### src/rtl/rc4_pkg.sv
// Shared types and constants for the RC4 key-search controller.
// Owns the search FSM state encoding and S-RAM port widths.
package rc4_pkg;

    localparam int          KEY_WIDTH_DEF = 24;
    localparam logic [23:0] KEY_LAST_DEF  = 24'h3FFFFF;
    localparam int          S_ADDR_W      = 8;
    localparam int          S_DATA_W      = 8;

    typedef enum logic [2:0] {
        ST_IDLE,
        ST_INIT,
        ST_KSA,
        ST_PRGA,
        ST_DONE
    } state_t;

endpackage

### src/rtl/rc4_search_ctrl_s_port_mux.sv
// S-RAM port arbiter: forwards only the active phase's address,
// data and write enable; idle states drive a quiet port.
module s_port_mux
    import rc4_pkg::*;
(
    input  state_t              phase,
    input  logic [S_ADDR_W-1:0] init_address,
    input  logic [S_DATA_W-1:0] init_data,
    input  logic                init_wren,
    input  logic [S_ADDR_W-1:0] ksa_address,
    input  logic [S_DATA_W-1:0] ksa_data,
    input  logic                ksa_wren,
    input  logic [S_ADDR_W-1:0] prga_address,
    input  logic [S_DATA_W-1:0] prga_data,
    input  logic                prga_wren,
    output logic [S_ADDR_W-1:0] s_address,
    output logic [S_DATA_W-1:0] s_data,
    output logic                s_wren
);

    always_comb begin
        s_address = '0;
        s_data    = '0;
        s_wren    = 1'b0;
        case (phase)
            ST_INIT: begin
                s_address = init_address;
                s_data    = init_data;
                s_wren    = init_wren;
            end
            ST_KSA: begin
                s_address = ksa_address;
                s_data    = ksa_data;
                s_wren    = ksa_wren;
            end
            ST_PRGA: begin
                s_address = prga_address;
                s_data    = prga_data;
                s_wren    = prga_wren;
            end
            default: ;
        endcase
    end

endmodule

### src/rtl/rc4_search_ctrl.sv
// RC4 brute-force key search sequencer: walks keys through the
// S-init, key-schedule and decrypt phases until a valid message.
module rc4_search_ctrl
    import rc4_pkg::*;
#(
    parameter int                   KEY_WIDTH = KEY_WIDTH_DEF,
    parameter logic [KEY_WIDTH-1:0] KEY_LAST  = KEY_WIDTH'(KEY_LAST_DEF)
) (
    input  logic                 clock,
    input  logic                 reset,
    input  logic                 start,
    input  logic [KEY_WIDTH-1:0] key_start,
    output logic                 init_start,
    output logic                 ksa_start,
    output logic                 prga_start,
    input  logic                 init_finish,
    input  logic                 ksa_finish,
    input  logic                 prga_finish,
    input  logic                 prga_ok,
    input  logic [S_ADDR_W-1:0]  init_address,
    input  logic [S_ADDR_W-1:0]  ksa_address,
    input  logic [S_ADDR_W-1:0]  prga_address,
    input  logic [S_DATA_W-1:0]  init_data,
    input  logic [S_DATA_W-1:0]  ksa_data,
    input  logic [S_DATA_W-1:0]  prga_data,
    input  logic                 init_wren,
    input  logic                 ksa_wren,
    input  logic                 prga_wren,
    output logic [S_ADDR_W-1:0]  s_address,
    output logic [S_DATA_W-1:0]  s_data,
    output logic                 s_wren,
    output logic [KEY_WIDTH-1:0] key,
    output logic                 busy,
    output logic                 done,
    output logic                 found
);

    state_t               state_q, state_d;
    logic                 first_q;
    logic [KEY_WIDTH-1:0] key_q, key_d;
    logic                 found_q, found_d;

    // first_q marks the entry cycle of a state; finishes are ignored there
    always_ff @(posedge clock or posedge reset) begin
        if (reset) begin
            state_q <= ST_IDLE;
            first_q <= 1'b0;
            key_q   <= '0;
            found_q <= 1'b0;
        end else begin
            state_q <= state_d;
            first_q <= (state_d != state_q);
            key_q   <= key_d;
            found_q <= found_d;
        end
    end

    always_comb begin
        state_d    = state_q;
        key_d      = key_q;
        found_d    = found_q;
        init_start = 1'b0;
        ksa_start  = 1'b0;
        prga_start = 1'b0;
        unique case (state_q)
            ST_IDLE, ST_DONE: begin
                if (start) begin
                    state_d = ST_INIT;
                    key_d   = key_start;
                    found_d = 1'b0;
                end
            end
            ST_INIT: begin
                init_start = first_q;
                if (!first_q && init_finish) state_d = ST_KSA;
            end
            ST_KSA: begin
                ksa_start = first_q;
                if (!first_q && ksa_finish) state_d = ST_PRGA;
            end
            ST_PRGA: begin
                prga_start = first_q;
                if (!first_q && prga_finish) begin
                    if (prga_ok) begin
                        state_d = ST_DONE;
                        found_d = 1'b1;
                    end else if (key_q >= KEY_LAST) begin
                        state_d = ST_DONE;
                        found_d = 1'b0;
                    end else begin
                        state_d = ST_INIT;
                        key_d   = key_q + 1'b1;
                    end
                end
            end
            default: state_d = ST_IDLE;
        endcase
    end

    assign busy  = (state_q == ST_INIT) || (state_q == ST_KSA) ||
                   (state_q == ST_PRGA);
    assign done  = (state_q == ST_DONE);
    assign key   = key_q;
    assign found = found_q;

    s_port_mux u_mux (
        .phase        (state_q),
        .init_address (init_address),
        .init_data    (init_data),
        .init_wren    (init_wren),
        .ksa_address  (ksa_address),
        .ksa_data     (ksa_data),
        .ksa_wren     (ksa_wren),
        .prga_address (prga_address),
        .prga_data    (prga_data),
        .prga_wren    (prga_wren),
        .s_address    (s_address),
        .s_data       (s_data),
        .s_wren       (s_wren)
    );

endmodule

### config.mk
export PLATFORM = sky130hd
export DESIGN_NAME = rc4_search_ctrl
export DESIGN_NICKNAME = d
export VERILOG_FILES = /design/src/rtl/rc4_pkg.sv /design/src/rtl/rc4_search_ctrl_s_port_mux.sv /design/src/rtl/rc4_search_ctrl.sv
export SDC_FILE = /design/constraint.sdc
export NUM_CORES = 1
export LEC_CHECK = 0
export ABC_AREA = 1
export BUFFER_PORTS_ARGS = -buffer_cell sky130_fd_sc_hd__buf_2
export CAP_MARGIN = 15
export CORE_MARGIN = 5
export CORE_UTILIZATION = 48
export CTS_BUF_LIST = sky130_fd_sc_hd__clkbuf_8
export DETAILED_ROUTE_END_ITERATION = 10
export PLACE_DENSITY = 0.84
export RECOVER_POWER = 50
export SYNTH_ARGS = -nofsm -noshare
export SYNTH_HDL_FRONTEND = slang
export SYNTH_SLANG_ARGS = --single-unit
### constraint.sdc
create_clock -name clock -period 2.5 [get_ports clock]
set_clock_uncertainty 0.05 [all_clocks]
set_input_delay 0.25 -clock clock [delete_from_list [all_inputs] [get_ports clock]]
set_output_delay 0.25 -clock clock [all_outputs]
set_load 0.01 [all_outputs]
==> run metrics <==
outcome complete, but fails checks; failing checks capacitance limit, slew limit; worst slack, placed 0.427 ns; share of the clock period used by the worst path 88.5%; Max Cap Violations 1; Worst Hold Class primary input to flop; Leakage Power 1.76 nW; Setup TNS 0 ns; die area 0.00683 mm²; critical path type flop to output port; CP endpoint kind output port; Final setup viols 0; # DRC 0; DIE HEIGHT 82.7 µm; Arr. time, crit path 1.91 ns; core area 0.00511 mm²; routed len/inst 13.2 µm; post-route cell area 0.00327 mm²; EDFF count, synth 0; clock latency on the worst-skew pair 0.28 ns; Initial Utilization 49.6%; Post-DP Area 0.00322 mm²; switching pwr 1.99 mW; DR vias/cell 5.03; CTS resizes 0; sequential area share after synthesis 28.6%; Power Internal 1.71 mW; total vias in the final route 3,096; post-synthesis net count 501; vias in the first global route 2,817; GRT Residual Overflow 0; n_diodes 0; dpl cells 607; first drt pass iteration count 4; initial drt markers 161; CTS H-Tree Depth 2; Routed Antenna Nets 0; Clock Pin Slew Worst Setup and Hold Paths 0.06 ns; Synth Register Bits 29; PwrDens 1130 mW/mm²; net count reported at finish 627; worst relative slew slack -9.22%; Fill cells 504; first-pass GRT wire length 12.7 mm; Num CTS Buffers 5; Total GRT Usage 23.7%; FP Rows 26; clk sink count 29; final cell count without fillers 615; Post-CTS Setup Bufs 0; Fin. Hold Viols 0; Cell variety after synth 35; I/O pin count 129; RePlAce Congestion 0.928; Yosys warning total 0; RSZ-0062 raised after global routing false; max-slew violations 30; Syn-to-layout area delta 29.0%; clock tree from TritonCTS built; Post-Synthesis Cells 418; Post-DP HPWL 6.36 mm; largest net degree at the start of global routing 30; Async SR Flop Fraction 100%; CP max FO 18; initial antenna violation count 0; layout cell share with drive strength beyond 1 28.4%; number of buffers added on ports 128; worst vdd ir 657 µV; Total Wirelength 8.09 mm; power share of the combinational group 62.1%; crit path time final 2.21 ns; WHS 0.205 ns; Worst setup SP type flop; CTS max path bufs 2; f_max 452 MHz; ys flop type dfrtp_1; synthesized area per cell 6.06 µm²; Die Wd 82.7 µm; Sequential Power Share 27.9%; hold buffer count at CTS 0; slew at the pin with the worst max-slew slack 1.64 ns; Crit path required time 2.20 ns; Synth Cell Area 0.00253 mm²; Final WS setup 0.287 ns; clock share of power 10.0%; Root Driver clkbuf_8; switching part of the total 53.7%
worst max-delay path, cell delays in order (launching register included):
cell	delay [ns]
dfrtp_1	0.42
inv_2	0.09
nor2_2	0.04
nand2_1	0.11
clkinv_1	0.43
a22oi_1	0.33
nand2_1	0.07
buf_2	0.14
registers in the layout, indices dropped and copies added, names as in the netlist:
| signal | count |
|---|---|
| first_q | 1 |
| found | 1 |
| key | 24 |
| state_q | 3 |
kinds of logic after synthesis:
group | share of synthesized area (%)
AO/OA/AOI/OAI | 4.94
AND/OR/NAND/NOR | 57.6
adder cells (fa/ha/maj) | 0.494
buffers and inverters | 6.27
XOR/XNOR | 2.07
flip-flops | 28.6
area by class of cell:
class                           instances  area [µm²]  share of cell area [%]
Multi-Input combinational cell        356        1650                    50.6
Sequential cell                        29         726                    22.2
Timing Repair Buffer                  132         638                    19.5
Tap cell                               70        87.6                    2.68
Inverter                               20        80.1                    2.45
Clock buffer                            5        68.8                    2.11
Clock inverter                          3        13.8                   0.421
per-stage QoR:
| stage | util, % | total power, mW |
|---|---|---|
| floorplan | - | 2.64 |
| global placement | 63.0 | 3.31 |
| detailed placement | 63.0 | 3.39 |
| CTS | 64.6 | 3.77 |
| global route | 64.0 | 4.08 |
| finish | 64.0 | 3.70 |
per-layer routing:
metal	track usage (%)	up-vias	part of all wire, %
met4	6.86	0	1.6
li1	-	1567	-
met3	5.10	14	8.8
met2	39.9	119	48
met1	30.6	1396	41
met5	0	-	0
power by group through the flow:
stage / Sequential [mW] / Clock [mW] / Combinational [mW]
floorplan: 1.03 / 0 / 1.62
global placement: 1.02 / 0 / 2.29
detailed placement: 1.02 / 0 / 2.36
CTS: 1.02 / 0.379 / 2.37
global route: 1.08 / 0.406 / 2.60
finish: 1.03 / 0.372 / 2.30
worst paths after layout:
path / depth (start not counted) / slack (ns) / end / start
setup / recovery: 7 / 0.29 / s_address[4] / state_q[0]$_DFF_PP0_
hold / removal: 5 / 0.20 / key[13]$_DFFE_PP0P_ / key_start[13]
setup reg to reg: 12 / 0.41 / key[16]$_DFFE_PP0P_ / key[0]$_DFFE_PP0P_
hold reg to reg: 2 / 0.42 / found$_DFFE_PP0P_ / found$_DFFE_PP0P_
max in group asynchronous: 3 / 0.97 / key[23]$_DFFE_PP0P_ / reset
min in group asynchronous: 3 / 0.48 / first_q$_DFF_PP0_ / reset
synthesized netlist by cell type (2+ instances only):
cell,n,share of area [%]
clkbuf_1,4,0.59
inv_1,14,2.1
xnor2_1,4,1.4
nor3_1,3,0.59
o21ai_0,8,1.6
nor2_4,4,1.8
nand4_1,5,1.2
or2_2,10,2.5
nor2_2,2,0.49
dfrtp_1,29,29
xor2_1,2,0.69
buf_1,2,0.30
buf_2,3,0.59
nor2_1,38,5.6
nand3b_1,7,2.1
nand3_1,29,5.7
nand2_2,14,3.5
a22oi_1,7,2.1
buf_6,3,1.3
inv_2,4,0.59
nand2_1,212,31
cells in the final DEF (no fill, tap or decap), drive strengths merged, types with 2 or more instances in the layout:
cell type | synthesis | routed
nor2 | 45 | 45
clkinv | 1 | 3
buf | 9 | 108
nor3 | 3 | 3
xnor2 | 4 | 4
clkbuf | 4 | 29
nand2 | 228 | 228
o21ai | 8 | 8
nand4 | 5 | 5
a22oi | 7 | 7
nand3b | 7 | 7
inv | 19 | 20
dfrtp | 29 | 29
nand3 | 30 | 30
or2 | 10 | 10
xor2 | 2 | 2
(Power assumes the default switching activity.)
